<file path="src/rtl/vga_defs_pkg.sv">
// vga_defs: definitions shared by the VGA display blocks.
//   H_VISIBLE / V_VISIBLE : visible area of the 640x480 timing.
//   ST_*                  : message_sequencer state encodings. They are plain
//                           2-bit constants so older blocks that compare raw
//                           codes keep working.
//   max_int               : elaboration-time helper for sizing counters.
package vga_defs;

    localparam int H_VISIBLE = 640;
    localparam int V_VISIBLE = 480;

    localparam logic [1:0] ST_IDLE = 2'd0;
    localparam logic [1:0] ST_SHOW = 2'd1;
    localparam logic [1:0] ST_GAP  = 2'd2;

    function automatic int max_int(input int a, input int b);
        return (a > b) ? a : b;
    endfunction

endpackage

</file>
<file path="src/rtl/message_sequencer_frame_tick_gen.sv">
// frame_tick_gen: one-cycle pulse at the start of vertical blank.
//   clk, rst_n  : system clock, asynchronous active-low reset
//   hcnt, vcnt  : VGA pixel / line counters
//   frame_tick  : registered pulse, high for exactly one clk cycle per frame
// The pixel clock may be slower than clk, so hcnt can sit at 0 on the first
// blank line for several clk cycles. Only the rising edge of the match
// produces a pulse.
module frame_tick_gen
    import vga_defs::*;
(
    input  logic        clk,
    input  logic        rst_n,
    input  logic [10:0] hcnt,
    input  logic [10:0] vcnt,
    output logic        frame_tick
);

    logic match;
    logic match_q;

    assign match = (hcnt == 11'd0) && (vcnt == 11'(V_VISIBLE));

    always_ff @(posedge clk or negedge rst_n) begin
        if (!rst_n) begin
            match_q    <= 1'b0;
            frame_tick <= 1'b0;
        end else begin
            match_q    <= match;
            frame_tick <= match & ~match_q;
        end
    end

endmodule

</file>
<file path="src/rtl/message_sequencer.sv">
// message_sequencer: chooses which stored message string_display renders.
// Each message is shown for SHOW_FRAMES frames, with a horizontal scroll
// that advances once per frame, then blanked for GAP_FRAMES frames. All
// state changes happen one cycle after frame_tick, at the start of vertical
// blank, so a frame never shows a mix of old and new settings.
//   clk, rst_n  : system clock, asynchronous active-low reset
//   hcnt, vcnt  : VGA counters, used only to find the frame boundary
//   run         : level; 0 sends the block to IDLE at the next frame
//   skip        : one-cycle pulse; jump to the next message at the next frame
//   msg_sel     : message index for string_display
//   disp_enable : enable for string_display (high while a message is shown)
//   x_offset    : horizontal scroll offset, 0..H_VISIBLE-1
//   frame_tick  : one-cycle frame boundary pulse
module message_sequencer
    import vga_defs::*;
#(
    parameter int NUM_MSGS    = 4,
    parameter int MSG_W       = 3,
    parameter int SHOW_FRAMES = 180,
    parameter int GAP_FRAMES  = 30,
    parameter int SCROLL_STEP = 1
) (
    input  logic             clk,
    input  logic             rst_n,
    input  logic [10:0]      hcnt,
    input  logic [10:0]      vcnt,
    input  logic             run,
    input  logic             skip,
    output logic [MSG_W-1:0] msg_sel,
    output logic             disp_enable,
    output logic [10:0]      x_offset,
    output logic             frame_tick
);

    localparam int CNT_MAX = max_int(SHOW_FRAMES, GAP_FRAMES);
    localparam int CNT_W   = (CNT_MAX > 1) ? $clog2(CNT_MAX) : 1;

    logic [1:0]       state;
    logic [CNT_W-1:0] frame_cnt;
    logic             skip_pend;
    logic [MSG_W-1:0] msg_next;
    logic [11:0]      x_sum;
    logic [10:0]      x_adv;
    logic             show_done;
    logic             gap_done;

    frame_tick_gen u_frame_tick_gen (
        .clk        (clk),
        .rst_n      (rst_n),
        .hcnt       (hcnt),
        .vcnt       (vcnt),
        .frame_tick (frame_tick)
    );

    assign msg_next  = (msg_sel == MSG_W'(NUM_MSGS - 1)) ? '0 : msg_sel + 1'b1;
    assign show_done = (frame_cnt == CNT_W'(SHOW_FRAMES - 1));
    assign gap_done  = (frame_cnt == CNT_W'(GAP_FRAMES - 1));

    // Scroll sum carries one extra bit so x_offset + step never overflows
    // before the wrap back into the visible range.
    assign x_sum = {1'b0, x_offset} + 12'(SCROLL_STEP);

    always_comb begin
        x_adv = x_sum[10:0];
        if (x_sum >= 12'(H_VISIBLE)) begin
            x_adv = 11'(x_sum - 12'(H_VISIBLE));
        end
    end

    // Skip latch. A skip landing on the tick cycle itself is kept for the
    // following tick: the set has priority over the consume-clear, while the
    // transition below uses the value latched before this cycle.
    always_ff @(posedge clk or negedge rst_n) begin
        if (!rst_n) begin
            skip_pend <= 1'b0;
        end else if ((state == ST_IDLE) || (frame_tick && !run)) begin
            skip_pend <= 1'b0;
        end else if (skip) begin
            skip_pend <= 1'b1;
        end else if (frame_tick) begin
            skip_pend <= 1'b0;
        end
    end

    always_ff @(posedge clk or negedge rst_n) begin
        if (!rst_n) begin
            state       <= ST_IDLE;
            frame_cnt   <= '0;
            msg_sel     <= '0;
            disp_enable <= 1'b0;
            x_offset    <= '0;
        end else if (frame_tick) begin
            if (!run) begin
                state       <= ST_IDLE;
                frame_cnt   <= '0;
                msg_sel     <= '0;
                disp_enable <= 1'b0;
                x_offset    <= '0;
            end else begin
                case (state)
                    ST_IDLE: begin
                        state       <= ST_SHOW;
                        frame_cnt   <= '0;
                        msg_sel     <= '0;
                        disp_enable <= 1'b1;
                        x_offset    <= '0;
                    end
                    ST_SHOW, ST_GAP: begin
                        if (skip_pend || ((state == ST_GAP) && gap_done)) begin
                            state       <= ST_SHOW;
                            frame_cnt   <= '0;
                            msg_sel     <= msg_next;
                            disp_enable <= 1'b1;
                            x_offset    <= '0;
                        end else if ((state == ST_SHOW) && show_done) begin
                            // x_offset holds its last value through the gap
                            state       <= ST_GAP;
                            frame_cnt   <= '0;
                            disp_enable <= 1'b0;
                        end else begin
                            frame_cnt <= frame_cnt + 1'b1;
                            if (state == ST_SHOW) begin
                                x_offset <= x_adv;
                            end
                        end
                    end
                    default: begin
                        // unused encoding: recover to IDLE
                        state       <= ST_IDLE;
                        frame_cnt   <= '0;
                        msg_sel     <= '0;
                        disp_enable <= 1'b0;
                        x_offset    <= '0;
                    end
                endcase
            end
        end
    end

endmodule

</file>
<file path="config.mk">
export PLATFORM = sky130hd
export DESIGN_NAME = message_sequencer
export DESIGN_NICKNAME = d
export VERILOG_FILES = /design/src/rtl/vga_defs_pkg.sv /design/src/rtl/message_sequencer_frame_tick_gen.sv /design/src/rtl/message_sequencer.sv
export SDC_FILE = /design/constraint.sdc
export NUM_CORES = 1
export LEC_CHECK = 0
export ABC_AREA = 0
export ABC_CLOCK_PERIOD_IN_PS = 3800
export CAP_MARGIN = 30
export CORE_MARGIN = 2
export CORE_UTILIZATION = 25
export CTS_CLUSTER_DIAMETER = 100
export DETAILED_ROUTE_END_ITERATION = 12
export DONT_BUFFER_PORTS = 1
export PLACE_DENSITY_LB_ADDON = 0.1
export SLEW_MARGIN = 20
export SYNTH_ARGS = -nofsm -noshare
export SYNTH_HDL_FRONTEND = slang
export SYNTH_SLANG_ARGS = --single-unit
</file>
<file path="constraint.sdc">
create_clock -name clk -period 3.8 [get_ports clk]
set_input_delay 0.76 -clock clk [delete_from_list [all_inputs] [get_ports clk]]
set_output_delay 0.76 -clock clk [all_outputs]
set_load 0.01 [all_outputs]
</file>
==> flow_summary_export.csv <==
group,metric,value,unit
floorplan,num_rows,29,
routing,via_per_inst,5.125,
clocking,ctsResizeCount,0,
power,cell_internal_pwr,0.0003622,W
routing,drtIter0Drc,71,
clocking,cts.sinks,27,
sta,fin_ws,1.105,ns
grt,grt_pass1_vias,1296,
power,switchingPower,0.00009792,W
sta,max_freq,371.1,MHz
sta,fin_crit_sh,70.91,%
placed_design,hpwlAfterDp,2879,um
floorplan,start_util,25.84,%
worst_setup_path,critPathKind,"reg2reg",
yosys,synth-edff-count,0,
clocking,postCtsHoldBufs,0,
worst_setup_path,crit_slowest_cell,"dfrtp_1",
power,clockPowerShare,37.2,%
placed_design,postPlaceCellArea,0.001712,mm2
yosys,async_flop_share,100.0,%
yosys,synthesis.area,0.001632,mm2
worst_hold_path,hp-class,"in2async",
worst_setup_path,r2r_end,"x_offset[9]",
power,p_leak,0.7578,nW
clocking,path_clk_slew,0.10,ns
final_layout,diodes,0,
power,p_comb_share,0.4,%
routing,firstDrtPassIters,4,
clocking,clk_path_buf_depth,2,
clocking,cts_tree,"done",
placed_design,port_buffers,0,
routing,vias,1317,
final_layout,fin_nets,218,
routing,wl,3895,um
power,sequentialPowerShare,62.4,%
placed_design,gp_congestion,0.7298,
final_layout,fillers,694,
sta,slew_headroom,53.08,%
status,outcome,"finished, final reports clean",
sta,skew,0.003739,ns
power,powerDensity,261.7,mW/mm2
sta,tns,0,ns
yosys,synth_ff_type,"dfrtp_1",
worst_setup_path,critPathCaptureType,"flip-flop",
power,switching_share,21.28,%
floorplan,design.core.area,0.006314,mm2
sta,rsz0062_at_grt,"no",
worst_setup_path,arrival,2.91,ns
grt,grtUsageTotal,11.56,%
worst_setup_path,rr_worst_depth,7,
yosys,syn_area_per_cell,9.064,um2
yosys,synth_cell_types,42,
sta,hold_viol,0,
sta,finalSetupViolations,0,
power,peakVddDrop,0.0001320,V
worst_setup_path,worstSetupStartpointType,"flip-flop",
routing,drcViolationCount,0,
worst_setup_path,crit_chain,"ha_1, or3b_2, nor4_1, a211o_1, a21boi_0, or4_1, o211ai_2",
grt,grt_max_degree,28,
routing,wl_per_cell,15.16,um
final_layout,drive_gt1_share,5.000,%
yosys,yosysWarnings,0,
final_layout,mostFrequentLayoutCell,"dfrtp_1",
flow_run,drv_cap,0,
yosys,ys_ff_latch,27,
floorplan,die_x,84.79,um
floorplan,die-area,0.007189,mm2
grt,grt_pass1_wl,6748,um
worst_setup_path,slowest_delay,0.50,ns
power,total_power,0.0004601,W
final_layout,fin_area,0.001758,mm2
worst_setup_path,r2r_slack,1.11,ns
yosys,syn_inst,180,
grt,grt-ovfl-total,0,
sta,worstMarginPinSlew,0.7011,ns
yosys,ys_seq_area_share,41.41,%
clocking,numCtsBuffers,3,
placed_design,dp_slack,1.150,ns
worst_setup_path,critPathMaxFanout,8,
final_layout,synthToLayoutAreaGrowth,7.746,%
floorplan,fp.dieH,84.79,um
clocking,clk_latency,0.28,ns
grt,antenna_found_initial,0,
worst_setup_path,worstPathRequired,4.01,ns
clocking,post_cts_buffers,0,
routing,drtAntennaViolNets,0,
sta,finalCriticalPeriod,2.695,ns
final_layout,final_cell_mix,"dfrtp_1, nor2_1, nand2_1",
floorplan,io_pins,42,
sta,drv_slew,0,
worst_setup_path,r2r-start,"x_offset[0]",
worst_setup_path,crit_start,"x_offset[0]",
clocking,htreeDepth,1,
yosys,syn-num-nets,217,
sta,fin_hold_ws,0.1612,ns
worst_setup_path,setup.worst_path.end,"x_offset[9]",
clocking,ctsRootBufferMaster,"clkbuf_8",
## routing by layer
metal	vias to the layer above	track usage (%)	wire (um)
met5	-	0	0
met2	20	16.96	1674
li1	644	-	-
met3	4	3.147	165
met4	0	3.896	49
met1	649	16.40	2005
## flip-flops by register name, indices dropped and copies added, names as in the netlist
register,flops
frame_cnt,8
msg_sel,3
u_frame_tick_gen.frame_tick,1
u_frame_tick_gen.match_q,1
x_offset,11
state,2
skip_pend,1
## per-stage QoR
stage	std cells	utilization, %
2_1_floorplan	180	-
3_3_place_gp	253	27.11
3_5_place_dp	253	27.11
4_1_cts	257	27.84
5_1_grt	257	27.84
6_report	257	27.84
## layout make-up
| class | instances | area (um2) | share of cell area, % |
|---|---|---|---|
| flip-flops and latches | 27 | 675.6 | 38.43 |
| well taps | 77 | 96.34 | 5.480 |
| multi-input cells | 140 | 905.9 | 51.53 |
| clock buffers | 3 | 41.29 | 2.349 |
| inverters | 9 | 33.78 | 1.922 |
| clock inverters | 1 | 5.005 | 0.2847 |
## Yosys cell counts (2+ instances only)
master | instances | area share (%)
nand3_1 | 2 | 0.61
and3_1 | 3 | 1.2
o21ai_0 | 16 | 4.9
and2_1 | 2 | 0.77
ha_1 | 11 | 8.4
nor4_1 | 5 | 1.9
or3_1 | 2 | 0.77
nand2b_1 | 2 | 0.77
a211o_1 | 2 | 1.1
o31ai_1 | 2 | 0.92
inv_1 | 9 | 2.1
a21o_1 | 2 | 0.92
nor3_1 | 2 | 0.61
or4_1 | 3 | 1.4
a21oi_1 | 7 | 2.1
nand4_1 | 7 | 2.7
nand2_1 | 19 | 4.4
dfrtp_1 | 27 | 41
nor2b_1 | 3 | 1.2
nor2_1 | 21 | 4.8
xnor2_1 | 5 | 2.7
a22o_1 | 2 | 1.1
nor4b_1 | 2 | 1.1
clkbuf_1 | 2 | 0.46
xor2_1 | 5 | 2.7
## kinds of logic after synthesis
| logic type | share of synthesized area (%) |
|---|---|
| and+or+nand+nor | 26.46 |
| AOI/OAI and AO/OA | 14.65 |
| DFF | 41.41 |
| buffers and inverters | 3.067 |
| adders and majority gates | 8.435 |
| xor gates and xnor gates | 5.368 |
| muxes | 0.6135 |
## power by group through the flow
stage | Combinational [W] | Clock [W] | Sequential [W]
floorplan | 0.00000170 | 0 | 0.000293
global placement | 0.00000181 | 0 | 0.000293
detailed placement | 0.00000187 | 0 | 0.000293
CTS | 0.00000185 | 0.000179 | 0.000287
global route | 0.00000204 | 0.000187 | 0.000287
finish | 0.00000184 | 0.000171 | 0.000287
## critical path, delay by kind of cell (launching register included)
| family | cells | cell delay (ns) |
|---|---|---|
| AOI/OAI and AO/OA | 3 | 0.52 |
| and+or+nand+nor | 3 | 1.26 |
| DFF | 1 | 0.50 |
| adders and majority gates | 1 | 0.34 |
## worst min-delay path by stage
stage                                        endpoint  slack [ns]  cells past startpoint
after floorplan           u_frame_tick_gen.frame_tick        0.38                      1
after global placement    u_frame_tick_gen.frame_tick        0.38                      1
after detailed placement  u_frame_tick_gen.frame_tick        0.40                      1
after CTS                                 x_offset[5]        0.15                      0
after global routing                      x_offset[8]        0.14                      0
final                                        state[0]        0.16                      0
No activity file was read; power rests on OpenSTA's default activity.
